[src/rtl/mem_arbiter.sv]
// Memory port arbiter: shares one external memory port between instruction
// fetch (IF) and the MEM stage. One transaction at a time, MEM has priority,
// and a starvation counter forces an IF grant after STARVE_MAX consecutive
// MEM grants taken while IF was waiting.
//
// state   | meaning
// --------+------------------------------------------------------------
// S_IDLE  | sample requests, pick owner, latch command fields
// S_ISSUE | drive ram_req with latched fields until ram_ready
// S_WAIT  | command accepted, waiting for ram_rvalid
// S_RESP  | pulse owner's done with registered read data
module mem_arbiter #(
    parameter int ADDR_W     = 32,
    parameter int DATA_W     = 32,
    parameter int STARVE_MAX = 4
) (
    input  logic                  i_clk,
    input  logic                  i_rst,
    input  logic                  i_if_req,
    input  logic [ADDR_W-1:0]     i_if_addr,
    output logic [DATA_W-1:0]     o_if_rdata,
    output logic                  o_if_done,
    input  logic                  i_mem_req,
    input  logic                  i_mem_we,
    input  logic [ADDR_W-1:0]     i_mem_addr,
    input  logic [DATA_W-1:0]     i_mem_wdata,
    input  logic [DATA_W/8-1:0]   i_mem_sel,
    output logic [DATA_W-1:0]     o_mem_rdata,
    output logic                  o_mem_done,
    output logic                  o_ram_req,
    output logic                  o_ram_we,
    output logic [ADDR_W-1:0]     o_ram_addr,
    output logic [DATA_W-1:0]     o_ram_wdata,
    output logic [DATA_W/8-1:0]   o_ram_sel,
    input  logic                  i_ram_ready,
    input  logic                  i_ram_rvalid,
    input  logic [DATA_W-1:0]     i_ram_rdata,
    output logic                  o_stall_req
);

    localparam int SEL_W = DATA_W / 8;
    localparam int CNT_W = $clog2(STARVE_MAX + 1);

    typedef enum logic [1:0] {
        S_IDLE  = 2'd0,
        S_ISSUE = 2'd1,
        S_WAIT  = 2'd2,
        S_RESP  = 2'd3
    } state_t;

    state_t              r_state;
    state_t              w_next;
    logic                r_owner_mem;
    logic [CNT_W-1:0]    r_cnt;
    logic [ADDR_W-1:0]   r_addr;
    logic                r_we;
    logic [DATA_W-1:0]   r_wdata;
    logic [SEL_W-1:0]    r_sel;
    logic [DATA_W-1:0]   r_rdata;

    logic                w_starved;
    logic                w_grant_if;
    logic                w_grant_mem;

    // IF wins when it is alone or when MEM has starved it long enough
    assign w_starved   = (r_cnt == CNT_W'(STARVE_MAX));
    assign w_grant_if  = (r_state == S_IDLE) && i_if_req && (!i_mem_req || w_starved);
    assign w_grant_mem = (r_state == S_IDLE) && i_mem_req && !w_grant_if;

    // State register
    always_ff @(posedge i_clk or posedge i_rst) begin
        if (i_rst) r_state <= S_IDLE;
        else       r_state <= w_next;
    end

    // Next-state and output decode
    always_comb begin
        w_next      = r_state;
        o_ram_req   = 1'b0;
        o_ram_we    = 1'b0;
        o_ram_addr  = '0;
        o_ram_wdata = '0;
        o_ram_sel   = '0;
        o_if_done   = 1'b0;
        o_if_rdata  = '0;
        o_mem_done  = 1'b0;
        o_mem_rdata = '0;
        case (r_state)
            S_IDLE: begin
                if (w_grant_if || w_grant_mem) w_next = S_ISSUE;
            end
            S_ISSUE: begin
                o_ram_req   = 1'b1;
                o_ram_we    = r_we;
                o_ram_addr  = r_addr;
                o_ram_wdata = r_wdata;
                o_ram_sel   = r_sel;
                // an rvalid coinciding with the accept is dropped on purpose
                if (i_ram_ready) w_next = S_WAIT;
            end
            S_WAIT: begin
                if (i_ram_rvalid) w_next = S_RESP;
            end
            S_RESP: begin
                if (r_owner_mem) begin
                    o_mem_done  = 1'b1;
                    o_mem_rdata = r_we ? '0 : r_rdata;
                end else begin
                    o_if_done   = 1'b1;
                    o_if_rdata  = r_rdata;
                end
                w_next = S_IDLE;
            end
            default: w_next = S_IDLE;
        endcase
    end

    // Command latch, starvation counter and read-data capture
    always_ff @(posedge i_clk or posedge i_rst) begin
        if (i_rst) begin
            r_owner_mem <= 1'b0;
            r_cnt       <= '0;
            r_addr      <= '0;
            r_we        <= 1'b0;
            r_wdata     <= '0;
            r_sel       <= '0;
            r_rdata     <= '0;
        end else begin
            if (w_grant_if) begin
                r_owner_mem <= 1'b0;
                r_cnt       <= '0;
                r_addr      <= i_if_addr;
                r_we        <= 1'b0;
                r_wdata     <= '0;
                r_sel       <= '1;
            end else if (w_grant_mem) begin
                r_owner_mem <= 1'b1;
                if (i_if_req && !w_starved) r_cnt <= r_cnt + CNT_W'(1);
                r_addr      <= i_mem_addr;
                r_we        <= i_mem_we;
                r_wdata     <= i_mem_wdata;
                r_sel       <= i_mem_sel;
            end
            if (r_state == S_WAIT && i_ram_rvalid) r_rdata <= i_ram_rdata;
        end
    end

    assign o_stall_req = i_mem_req & ~o_mem_done;

endmodule

[config.mk]
export PLATFORM = sky130hd
export DESIGN_NAME = mem_arbiter
export DESIGN_NICKNAME = d
export VERILOG_FILES = /design/src/rtl/mem_arbiter.sv
export SDC_FILE = /design/constraint.sdc
export NUM_CORES = 1
export LEC_CHECK = 0
export ABC_AREA = 0
export BUFFER_PORTS_ARGS = -buffer_cell sky130_fd_sc_hd__buf_2
export CAP_MARGIN = 20
export CELL_PAD_IN_SITES_DETAIL_PLACEMENT = 0
export CELL_PAD_IN_SITES_GLOBAL_PLACEMENT = 1
export CORE_UTILIZATION = 35
export DETAILED_ROUTE_END_ITERATION = 8
export PLACE_DENSITY = 0.8
export SLEW_MARGIN = 20
export SYNTH_ARGS = -nofsm -noshare
export SYNTH_HDL_FRONTEND = slang
export SYNTH_SLANG_ARGS = --single-unit
[constraint.sdc]
create_clock -name i_clk -period 5.25 [get_ports i_clk]
set_input_delay 1.05 -clock i_clk [delete_from_list [all_inputs] [get_ports i_clk]]
set_output_delay 1.05 -clock i_clk [all_outputs]
set_load 0.05 [all_outputs]
# Word level (Yosys, flattened, before mapping)
# Cells that the tools add are included.
dict set report word_totals {
  reg_bits 107
  input_bits 139
  output_inout_bits 137
  wordCells 65
}
dict set report op_classes {
  add_sub_neg 1
  eq_ne 7
  muxes 31
  n_bitwise 2
  n_reduce_logical 16
}
# operator n
set op_table {}
lappend op_table {{$mux W32} 11}
lappend op_table {{$mux W4} 3}
lappend op_table {{$mux W1} 10}
lappend op_table {{$mux W3} 3}
lappend op_table {{$pmux W2 S4} 1}
lappend op_table {{$logic_and A1 B1 Y1} 6}
lappend op_table {{$mux W2} 3}
lappend op_table {{$eq A2 B2 Y1 const B} 2}
lappend op_table {{$ne A2 B2 Y1 const B} 2}
lappend op_table {{$reduce_bool A2 Y1} 2}
lappend op_table {{$add A3 B1 Y3 const B} 1}
lappend op_table {{$eq A3 B3 Y1 const B} 1}
lappend op_table {{$logic_not A1 Y1} 3}
lappend op_table {{$reduce_and A3 Y1} 1}
lappend op_table {{$eq A2 B1 Y1 const B} 1}
lappend op_table {{$logic_not A2 Y1} 1}
lappend op_table {{$logic_or A1 B1 Y1} 2}
lappend op_table {{$ne A2 B1 Y1 const B} 1}
lappend op_table {{$reduce_and A2 Y1} 1}
lappend op_table {{$and A1 B1 Y1} 1}
lappend op_table {{$not A1 Y1} 1}

# Longest topological paths before layout
dict set report logic_depth {
  depth_word 8
  mapped_depth 7
  ltp_nobuf 5
}

# Least setup slack after synthesis
# Ideal clock, no wire load.
dict set report synth_timing {
  kind {reg2out}
  start {register r_state[1]}
  end {output port o_ram_addr[18]}
  arrival_ns 1.931
  required_time_ns 4.200
  path_slack_ns 2.269
  path_stages_with_launch 6
  n_path_buf 2
  path_cell_list {dfrtp_1 > inv_1 > ha_1 > clkbuf_1 > clkbuf_1 > and2_1}
}
dict set report synth_between {
  elab_chain_len 2
}
# item line_no
set synth_lines {}
lappend synth_lines {{start, declared} 51} ;# state_t r_state;
lappend synth_lines {{start signal, assigned} 73} ;# else r_state <= w_next;
lappend synth_lines {{$eq A2 B1 Y1} 88} ;# case (r_state)
lappend synth_lines {{$mux W32} 88}
lappend synth_lines {{end, declared} 32} ;# output logic [ADDR_W-1:0] o_ram_addr,
# No other way between the ends.

# Worst setup path after layout
dict set report layout_timing {
  start {register r_state[1]}
  end {output port o_ram_addr[28]}
}
# The elaborated chain is that of the path after synthesis.

==> results.md <==
- Outcome: finished, final reports clean
- CTS Sinks: about 110
- Combinational power share: 0.551
- DR vias/cell: 4.99
- Reg2Reg Capture Point: r_addr[5]
- # Max-Cap Violations: 0
- Unrepaired setup endpoints after global routing: false
- Synth async-reset ratio: 1.00
- Chip Width: 126 um
- Post-Place Cells: about 950
- Yosys reg bits: 107
- Post-CTS setup buffer count: 0
- ANT cells: 0
- Slew Viols, Final: 0
- Worst Setup SP: r_state[1]
- Port Buffer Count: 275
- Slew HR: 0.327
- Vias in the first global route: 4652
- Die ar.: 15900 um^2
- Setup_tns: 0 ns
- Final Non-Filler Cells: 962
- GRT overflow: 0
- Switching share of power: 0.493
- Worst-path clk slew: 0.07 ns
- HPWL after detailed placement: 11.3 mm
- Die height: 126 um
- CTS tree: built
- Seq/Total Area, Yosys: 0.497
- Crit Path Max Fanout: 71
- Starting Density: 0.365
- Slew @ Worst Pin: 1.01 ns
- Fin crit share: 0.625
- Pwr Density: ~660 nW/um^2
- Placement row count: between 40 and 50
- Final hold vios: 0
- Num CTS Buffers: 9
- R2R cell count: 5
- Fillers: 1433
- First-pass GRT wire length: 24.4 mm
- Core ar.: 14800 um^2
- Clock power share: 0.142
- Type of the worst min-delay path: flop to flop
- Clock period minus final worst setup slack: ~3.3 ns
- Antenna Violating Nets Remaining: 0
- Sequential Power Share: 0.307
- Placer congestion estimate: 0.761
- Pre-antenna DRT Iters: 4
- Worst Path Required: 4.20 ns
- Area grow syn2layout: 32.0%
- Sw Pwr: 0.00232 W
- Highest Clock Rate: 305 MHz
- EDFF count, synth: 0
- Post-Route WL: 15.5 mm
- Reg2reg start: r_state[0]
- Layout cells sized above 1: 0.432
- Number of hold buffers added after cts: 0
- Yosys warns: 0
- Initial antenna violation count: 0
- Resize count post-CTS: 0
- I/O pins: about 280
- Pint: 0.00239 W
- Htree depth: 3
- R2R setup slack: 3.02 ns
- CP endpoint kind: primary output
- Leakage: 3.74 nW
- Path type of the worst setup path: flop to primary output
- Total GRT Usage: 0.198
- Net count after synthesis: roughly 670
- Arrival time at the worst endpoint: roughly 2.2 ns
- # DRC: 0
- Clock Tree Buf Depth: 2
- DR WL/cell: 16.1 um
- Final #Nets: 919
- Synth Cell Area: 5390 um^2
- Top_reg_cell synth: dfrtp_1
- Post-layout util: 0.482
- First DRT Iteration DRCs: 203
- Max VDD drop: 354 uV
- # setup viols final: 0
- Syn_area_per_cell: 10.3 um^2
- Clk root buf: clkbuf_16
- Worst-Skew Late Latency: 0.35 ns
- Final Skew: 0.0111 ns
- Crit path capture: o_ram_addr[28]
- Synth Instances: 524
- Vias: 4796
- Largest net degree at the start of global routing: 72
- Post-synthesis cell type count: 27
- Critical path startpoint category: flop
[layout by cell type (no fill, tap or decap), types with 8 or more instances in the layout]
| master | n |
|---|---|
| and2_1 | 135 |
| a21oi_1 | 32 |
| buf_2 | 275 |
| o21ai_0 | 33 |
| nor2_1 | 34 |
| buf_4 | 8 |
| mux2_2 | 33 |
| a22o_1 | 33 |
| clkbuf_16 | 9 |
| dfrtp_1 | 107 |
| a31oi_1 | 32 |
[sequential cells by signal, summed over array words and instances, names as in the netlist]
register and cells:
r_state 2, r_cnt 3, r_we 1, r_wdata 32
r_addr 32, r_sel 4, r_rdata 32, r_owner_mem 1
[synth_stat cells, types with 2 or more instances]
cell,count,area (um^2)
dfrtp_1,107,2680
a22o_1,33,289
and2_1,135,845
nand3_1,5,25.0
o21ai_1,4,20.0
o22a_1,4,35.0
buf_4,4,30.0
a31oi_1,32,200
buf_2,16,80.1
buf_8,3,45.0
a21oi_1,32,160
ha_1,6,75.1
buf_6,4,45.0
nor2b_1,2,12.5
mux2_2,33,372
nand2_1,5,18.8
clkbuf_1,18,67.6
nor2_1,34,128
o21ai_0,33,165
inv_1,7,26.3
[worst min-delay path by stage]
| stage | startpoint | end | slack [ns] | cells after the start |
|---|---|---|---|---|
| finish | r_wdata[3] | r_wdata[3] | 0.50 | 1 |
| global route | r_wdata[7] | r_wdata[7] | 0.51 | 1 |
| CTS | r_wdata[8] | r_wdata[8] | 0.50 | 1 |
| detailed placement | r_wdata[8] | r_wdata[8] | 0.48 | 1 |
| global placement | r_wdata[18] | r_wdata[18] | 0.48 | 1 |
| floorplan | r_wdata[0] | r_wdata[0] | 0.46 | 1 |
[power by group through the flow]
stage | Sequential [W] | Combinational, W | Clock, W
2_1_floorplan | 0.00136 | 0.00211 | 0
3_5_place_dp | 0.00145 | 0.00260 | 0
5_1_grt | 0.00149 | 0.00278 | 0.000731
4_1_cts | 0.00144 | 0.00260 | 0.000697
3_3_place_gp | 0.00144 | 0.00255 | 0
6_report | 0.00145 | 0.00259 | 0.000669
[stage by stage]
step	hold WS (ns)	cell area [um^2]	total power [W]	worst slack, ns
floorplan	0.464	5390	0.00348	1.38
global placement	0.482	6810	0.00399	2.36
detailed placement	0.483	6810	0.00405	2.26
global route	0.510	7120	0.00500	1.73
finish	0.501	7120	0.00471	1.97
CTS	0.504	7090	0.00474	1.88
[critical path, cell delays in order (launching register included)]
cell and delay, ns:
dfrtp_1 0.41, inv_1 0.09, ha_2 0.84, and2_1 0.26, buf_2 0.28
[cells by family (layout without fill, tap and decap cells)]
group	Yosys count	after routing	synth area share
AOI/OAI and AO/OA	143	143	0.173
adders and majority gates	6	6	0.0139
DFF	107	107	0.497
and+or+nand+nor	183	183	0.193
muxes	33	33	0.0689
buffers and inverters	52	306	0.0545
[layer usage]
metal,GRT usage,vias to the layer above,part of all wire
met1,0.242,2250,0.41
met2,0.333,234,0.50
met3,0.0510,16,0.081
met4,0.0773,0,0.014
li1,-,2296,-
met5,0,-,0
[cell type report]
class / count / area [um^2] / share of cell area
Clock buffer: 11 / 233 / 0.0327
Inverter: 7 / 28.8 / 0.00404
Multi-Input combinational cell: 365 / 2430 / 0.342
Tap cell: 184 / 230 / 0.0323
Timing Repair Buffer: 284 / 1460 / 0.206
Clock inverter: 4 / 51.3 / 0.00721
Sequential cell: 107 / 2680 / 0.376
Power figures use the tool's default switching activity.
